==> config.mk <==
export PLATFORM = sky130hd
export DESIGN_NAME = regfile_writeback
export DESIGN_NICKNAME = d
export VERILOG_FILES = /design/src/rtl/regfile_writeback.sv
export SDC_FILE = /design/constraint.sdc
export NUM_CORES = 1
export LEC_CHECK = 0
export ABC_AREA = 1
export ABC_CLOCK_PERIOD_IN_PS = 7150
export CAP_MARGIN = 15
export CORE_MARGIN = 2
export CORE_UTILIZATION = 55
export CTS_BUF_LIST = sky130_fd_sc_hd__clkbuf_16
export DETAILED_ROUTE_END_ITERATION = 8
export PLACE_DENSITY = 0.82
export SLEW_MARGIN = 10
export SYNTH_ARGS = -nofsm -noshare
export SYNTH_HDL_FRONTEND = slang
export SYNTH_SLANG_ARGS = --single-unit
export TNS_END_PERCENT = 100
==> constraint.sdc <==
create_clock -name clk_i -period 7.15 [get_ports clk_i]
set_input_delay 0.715 -clock clk_i [delete_from_list [all_inputs] [get_ports clk_i]]
set_output_delay 0.715 -clock clk_i [all_outputs]
set_load 0.05 [all_outputs]
==> src/rtl/regfile_writeback.sv <==
// Register-file write-port front end: merges ALU results with buffered,
// extended load returns and tracks outstanding loads per destination register.
module regfile_writeback #(
    parameter int unsigned DEPTH = 4
) (
    input  logic                    clk_i,
    input  logic                    rst_i,
    input  logic                    alu_valid_i,
    input  logic [4:0]              alu_rd_i,
    input  logic [31:0]             alu_data_i,
    input  logic                    ld_issue_i,
    input  logic [4:0]              ld_issue_rd_i,
    input  logic                    ld_valid_i,
    output logic                    ld_ready_o,
    input  logic [4:0]              ld_rd_i,
    input  logic [31:0]             ld_data_i,
    input  logic [2:0]              ld_funct3_i,
    input  logic [1:0]              ld_off_i,
    output logic [31:0]             busy_o,
    output logic [$clog2(DEPTH):0]  count_o,
    output logic                    wen_o,
    output logic [4:0]              waddr_o,
    output logic [31:0]             data_o
);

    localparam int unsigned PTR_W = $clog2(DEPTH);
    localparam int unsigned CNT_W = PTR_W + 1;

    // Byte/halfword select and sign/zero extension of a raw aligned word.
    function automatic logic [31:0] extend(input logic [31:0] word,
                                           input logic [2:0]  f3,
                                           input logic [1:0]  off);
        logic [7:0]  b;
        logic [15:0] h;
        b = word[{off, 3'b000} +: 8];
        h = off[1] ? word[31:16] : word[15:0];
        case (f3)
            3'b000:  extend = {{24{b[7]}}, b};
            3'b001:  extend = {{16{h[15]}}, h};
            3'b100:  extend = {24'd0, b};
            3'b101:  extend = {16'd0, h};
            default: extend = word;
        endcase
    endfunction

    logic [4:0]       fifo_rd_q   [DEPTH];
    logic [31:0]      fifo_data_q [DEPTH];
    logic [PTR_W-1:0] wptr_q, wptr_d;
    logic [PTR_W-1:0] rptr_q, rptr_d;
    logic [CNT_W-1:0] count_q, count_d;
    logic [31:0]      busy_q, busy_d;
    logic             wen_q, wen_d;
    logic [4:0]       waddr_q, waddr_d;
    logic [31:0]      data_q, data_d;
    logic             push_c;
    logic             pop_c;
    logic [4:0]       head_rd_c;
    logic [31:0]      head_data_c;

    // Accept only against the registered occupancy; no same-cycle pop credit.
    assign ld_ready_o = ~rst_i & (count_q < CNT_W'(DEPTH));

    // Arbitration, FIFO pointer/count update and scoreboard next state.
    always_comb begin
        push_c      = ld_valid_i & ld_ready_o;
        pop_c       = ~alu_valid_i & (count_q != '0);
        head_rd_c   = fifo_rd_q[rptr_q];
        head_data_c = fifo_data_q[rptr_q];

        wptr_d  = push_c ? wptr_q + PTR_W'(1) : wptr_q;
        rptr_d  = pop_c  ? rptr_q + PTR_W'(1) : rptr_q;
        count_d = count_q + CNT_W'(push_c) - CNT_W'(pop_c);

        wen_d   = 1'b0;
        waddr_d = waddr_q;
        data_d  = data_q;
        if (alu_valid_i) begin
            wen_d   = (alu_rd_i != 5'd0);
            waddr_d = alu_rd_i;
            data_d  = alu_data_i;
        end else if (pop_c) begin
            wen_d   = (head_rd_c != 5'd0);
            waddr_d = head_rd_c;
            data_d  = head_data_c;
        end

        // Clear on writeback first so a same-cycle re-issue wins.
        busy_d = busy_q;
        if (pop_c) begin
            busy_d[head_rd_c] = 1'b0;
        end
        if (ld_issue_i && (ld_issue_rd_i != 5'd0)) begin
            busy_d[ld_issue_rd_i] = 1'b1;
        end
        busy_d[0] = 1'b0;
    end

    // Control and output registers with synchronous reset.
    always_ff @(posedge clk_i) begin
        if (rst_i) begin
            wptr_q  <= '0;
            rptr_q  <= '0;
            count_q <= '0;
            busy_q  <= '0;
            wen_q   <= 1'b0;
            waddr_q <= '0;
            data_q  <= '0;
        end else begin
            wptr_q  <= wptr_d;
            rptr_q  <= rptr_d;
            count_q <= count_d;
            busy_q  <= busy_d;
            wen_q   <= wen_d;
            waddr_q <= waddr_d;
            data_q  <= data_d;
        end
    end

    // FIFO storage; entries are extended on the way in.
    always_ff @(posedge clk_i) begin
        if (push_c) begin
            fifo_rd_q[wptr_q]   <= ld_rd_i;
            fifo_data_q[wptr_q] <= extend(ld_data_i, ld_funct3_i, ld_off_i);
        end
    end

    assign busy_o  = busy_q;
    assign count_o = count_q;
    assign wen_o   = wen_q;
    assign waddr_o = waddr_q;
    assign data_o  = data_q;

endmodule

; ---- Word-level counts from Yosys, hierarchy flattened
; Memories as Yosys holds them, arrays and structs flattened. A register that Yosys moved wholly into a read port is not among the register bits.
; Index checks and enable logic that the tools add are counted.
[totals]
regBits = 77
mem_bits_rw = 148
in_bits = 89
out_inout_bits = 74
wordCells = 61
memories = 2
[mem_list]
columns = name, words, width, rd, rd_clocked_by_memory_dff, wr, line_no
row1 = fifo_data_q, 4, 32, 1, 1, 1, 47  ; logic [31:0] fifo_data_q [DEPTH];
row2 = fifo_rd_q, 4, 5, 1, 1, 1, 46  ; logic [4:0] fifo_rd_q [DEPTH];
[classes]
addsub = 4
magnitude_cmp = 5
eq_ne = 3
n_shift = 1
muxes = 21
bitwise = 8
reduce_logical = 9
[op_table]
columns = op, n
row1 = $mux 32, 5
row2 = $pmux 32 s4, 1
row3 = $and 32x32->32, 1
row4 = $not 32->32, 1
row5 = $or 32x32->32, 1
row6 = $shiftx 32x6->8, 1
row7 = $mux 16, 1
row8 = $reduce_bool 5->1, 3
row9 = $lt 5x6->1 const B, 2
row10 = $demux 1 s5, 2
row11 = $ge 5x1->1 const B, 2
row12 = $mux 5, 2
row13 = $mux 2, 4
row14 = $eq 3x3->1 const B, 2
row15 = $mux 1, 6
row16 = $add 2x1->2 const B, 2
row17 = $add 3x1->3, 1
row18 = $and 1x1->1, 3
row19 = $eq 3x1->1 const B, 1
row20 = $logic_and 1x1->1, 3
row21 = $logic_not 3->1, 1
row22 = $lt 3x3->1 const B, 1
row23 = $reduce_bool 3->1, 1
row24 = $sub 3x1->3, 1
row25 = other kinds (2), 3

; ---- Longest topological paths before layout
[depth]
depth_word = 9
mapped_depth = 11

; ---- Least setup slack after synthesis
; Ideal clock, no wire load.
[synth_timing]
path_type = input to register
startpoint = input port rst_i
endpoint = memory fifo_data_q[0][0] (enable)
arrival_ns = 3.390
required_ns = 6.719
slack_ns = 3.329
cell_stages = 3
cell_sequence = nor2_1 > nand2_1 > nor2_1
[synth_between]
elab_chain_cells = 5
[synth_rtl]
columns = item, line_no
row1 = from (decl), 7  ; input logic rst_i,
row2 = $not 1->1, 61  ; assign ld_ready_o = ~rst_i & (count_q < CNT_W'(DEPTH));
row3 = $and 1x1->1, 61
row4 = $and 1x1->1, 65  ; push_c = ld_valid_i & ld_ready_o;
row5 = $mux 1, 121  ; if (push_c) begin
row6 = $mux 1 (implied by the code), 123  ; fifo_data_q[wptr_q] <= extend(ld_data_i, ld_funct3_i, ld_off_i);
row7 = to (decl), 47
; Every way passes these cells.

; ---- Worst setup path after layout
[layout_timing]
startpoint = input port rst_i
endpoint = output port ld_ready_o
[layout_between]
elab_chain_cells = 2
[layout_rtl]
columns = item, line_no
row1 = $not 1->1, 61
row2 = $and 1x1->1, 61
row3 = to (decl), 14  ; output logic ld_ready_o,
; Every way passes these cells.

==> impl_metrics.toml <==
[outcome]
run_status = "completed"

[setup_path]
endpoint = "ld_ready_o"
start_kind = "input pin"
crit_path_top_delay_cell = "clkdlybuf4s50_1"
cp.arrival_ps = 2450
cp-end-kind = "primary output"
critPathMostFrequentCell = "clkdlybuf4s50_1"
cp.depth = 4
worst-path-buf-inv = 3
required_ps = 6430
max_stage_delay_ps = 730
regToRegEndpoint = "busy_o[5]"
reg2reg_slack_ps = 4740
crit_path_cell_trace = "clkdlybuf4s50_1, buf_4, nor2_1, clkdlybuf4s50_1"
crit_path_start = "rst_i"
path_max_fanout = 41
path_class = "in2out"
reg2reg_depth = 9
cpLargestDelayFamily = "buffers and inverters"

[timing]
whs_ps = 461
fmax_mhz = 316
maxSlewHeadroom_pct = 25.3
rsz0062_at_grt = "no"
fin_setup_tns_ps = 0
fin_crit_sh_pct = 44.2
maxSlewViolCount = 0
finClkSkew_ps = 12.8
min_period_ps = 3160
tightest_slew_ps = 1120
setup_violations = 0
hold_violations = 0

[place]
dp_cells = 1337
post_dp_cell_area_mm2 = 0.0115
place.gp.congestion = 0.935
dp_hpwl_um = 15300
portBuffers = 161

[layout]
instances_no_fill = 1378
layout.cells.most_common_list = "nand2_1, clkdlybuf4s50_1, edfxtp_1"
antenna_cells = 0
area_growth_pct = 24.9
mostFrequentLayoutCell = "nand2_1"
final_cell_area_mm2 = 0.0122
layout-drive-gt1-share_pct = 8.24
nNetsFinal = 1233

[worst_hold_path]
min-delay-start = "busy_o[4]"
hold_class = "reg2reg"

[floorplanning]
io_pins = 163
die_y_um = 137
fp.dieArea_mm2 = 0.0189
dieWidth_um = 137
rows = 48
initial_utilization_pct = 56.3
core-area_mm2 = 0.0174

[synthesis]
synth-edff-count = 148
ys_ff_latch = 226
syn_inst = 998
ys_seq_area_share_pct = 61.4
netlist_area_mm2 = 0.00978
synth-async-reset-ratio_pct = 0
syn_area_per_cell_um2 = 9.80
synth_ff_type = "edfxtp_1"
yosysWarningCount = 0
synth_nets = 1094
synth.distinct_cells = 39

[grt]
grt_overflow = 0
track_usage_pct = 26.5
grt_antenna_before_repair = 0
grt_pass1_wl_um = 38800
grt_start_max_net_pins = 76
grt_pass1_vias = 7558

[power]
peakVddDrop_mv = 0.230
power.leakage_uw = 0.00440
powerDensity_mw_per_mm2 = 315

[detailed_routing]
drt-total-wl_um = 24900
antenna_left = 0
drc = 0
wl_per_cell_um = 18.1
vias = 8005
routed_via_density = 5.81
first_pass_iters = 6
first_iter_violations = 870

[clock_tree]
numCtsBuffers = 23
cts_sinks = 226
cts_buffer_depth = 3
clock_latency_ps = 500
htreeDepth = 1
cts_setup_buffers = 0
cts_root_buffer = "clkbuf_16"
ctsHoldBuffers = 0
cts-resized-gates = 0
clk_pin_slew_ps = 60
cts_tree = "built"

[run]
cap_violations = 0
==> registers in the layout, indices dropped and copies added, names as in the netlist, named ones only <==
signal / flops
fifo_data_q: 128
data_o: 32
busy_o: 31
fifo_rd_q: 20
waddr_o: 5
count_o: 3
rptr_q: 2
wptr_q: 2
wen_o: 1
==> power breakdown <==
group,internal [µW],switching [µW]
logic,342,794
clock network,663,478
registers,1520,54.6
==> layout make-up <==
class | count | area, µm²
clock buffers | 25 | 626
clock inverters | 16 | 96.3
inverters | 55 | 210
repair buffers | 170 | 1680
multi-input cells | 661 | 3310
flip-flops and latches | 226 | 6010
fillers | 1221 | 5140
well taps | 225 | 282
==> how the worst min path moves through the flow <==
stage                            end  cells past startpoint
final                      busy_o[4]                      2
after global routing      busy_o[25]                      2
after CTS                  busy_o[4]                      2
after detailed placement   busy_o[4]                      2
after global placement    busy_o[17]                      2
after floorplan                 flop                      2
==> tightest hold or removal path: cells and delay by family, from the launching register on <==
kind / cells / cell delay, ps
AND/OR/NAND/NOR: 1 / 60
flip-flops: 1 / 310
AO/OA/AOI/OAI: 1 / 50
==> cells in the mapped netlist (3+ instances only) <==
library cell    n  area share [%]
nand4_1         5            0.32
buf_4           5            0.38
o22ai_1        34             2.2
buf_2          20             1.0
nand3_1        18            0.92
nor2_4          7            0.81
edfxtp_1      148              45
nand3_2         7            0.72
nand2_1       224             8.6
inv_2           5            0.19
ha_1            6            0.77
o21ai_1        32             1.6
inv_1          48             1.8
a31oi_1        35             2.2
clkbuf_1       24            0.92
o211ai_1        8            0.61
nand2_2        11            0.70
o21ai_0        96             4.9
dfxtp_1        78              16
a21oi_2         8            0.72
nor2_1        101             3.9
a22oi_1         8            0.61
nor3_1          3            0.15
buf_6           5            0.58
nor2_2          7            0.45
a21oi_1        39             2.0
==> logic make-up (layout without fill, tap and decap cells) <==
logic type,Yosys count,in the layout,synth area share (%)
buffers and inverters,111,266,5.12
other,1,1,0.0384
XOR/XNOR,1,1,0.0896
AND/OR/NAND/NOR,390,390,17.2
adder cells (fa/ha/maj),7,7,0.973
AO/OA/AOI/OAI,262,262,15.2
flip-flops,226,226,61.4
==> metal layers <==
| layer | GRT usage [%] | share of wire (%) | up-vias | routed length (µm) |
|---|---|---|---|---|
| li1 | - | - | 3753 | - |
| met1 | 37.3 | 42 | 3772 | 10300 |
| met2 | 42.3 | 46 | 431 | 11400 |
| met3 | 4.30 | 9.9 | 49 | 2470 |
| met4 | 8.65 | 2.9 | 0 | 727 |
| met5 | 0 | 0 | - | 0 |
==> through the flow <==
| step | utilization, % | power [µW] | setup slack (ps) |
|---|---|---|---|
| after global routing | 70.4 | 4010 | 3820 |
| after floorplan | - | 2380 | 3330 |
| after global placement | 66.1 | 2680 | 3710 |
| after detailed placement | 66.1 | 2710 | 3640 |
| after CTS | 70.3 | 3850 | 4010 |
| final | 70.4 | 3850 | 3990 |
Power figures use the tool's default switching activity.
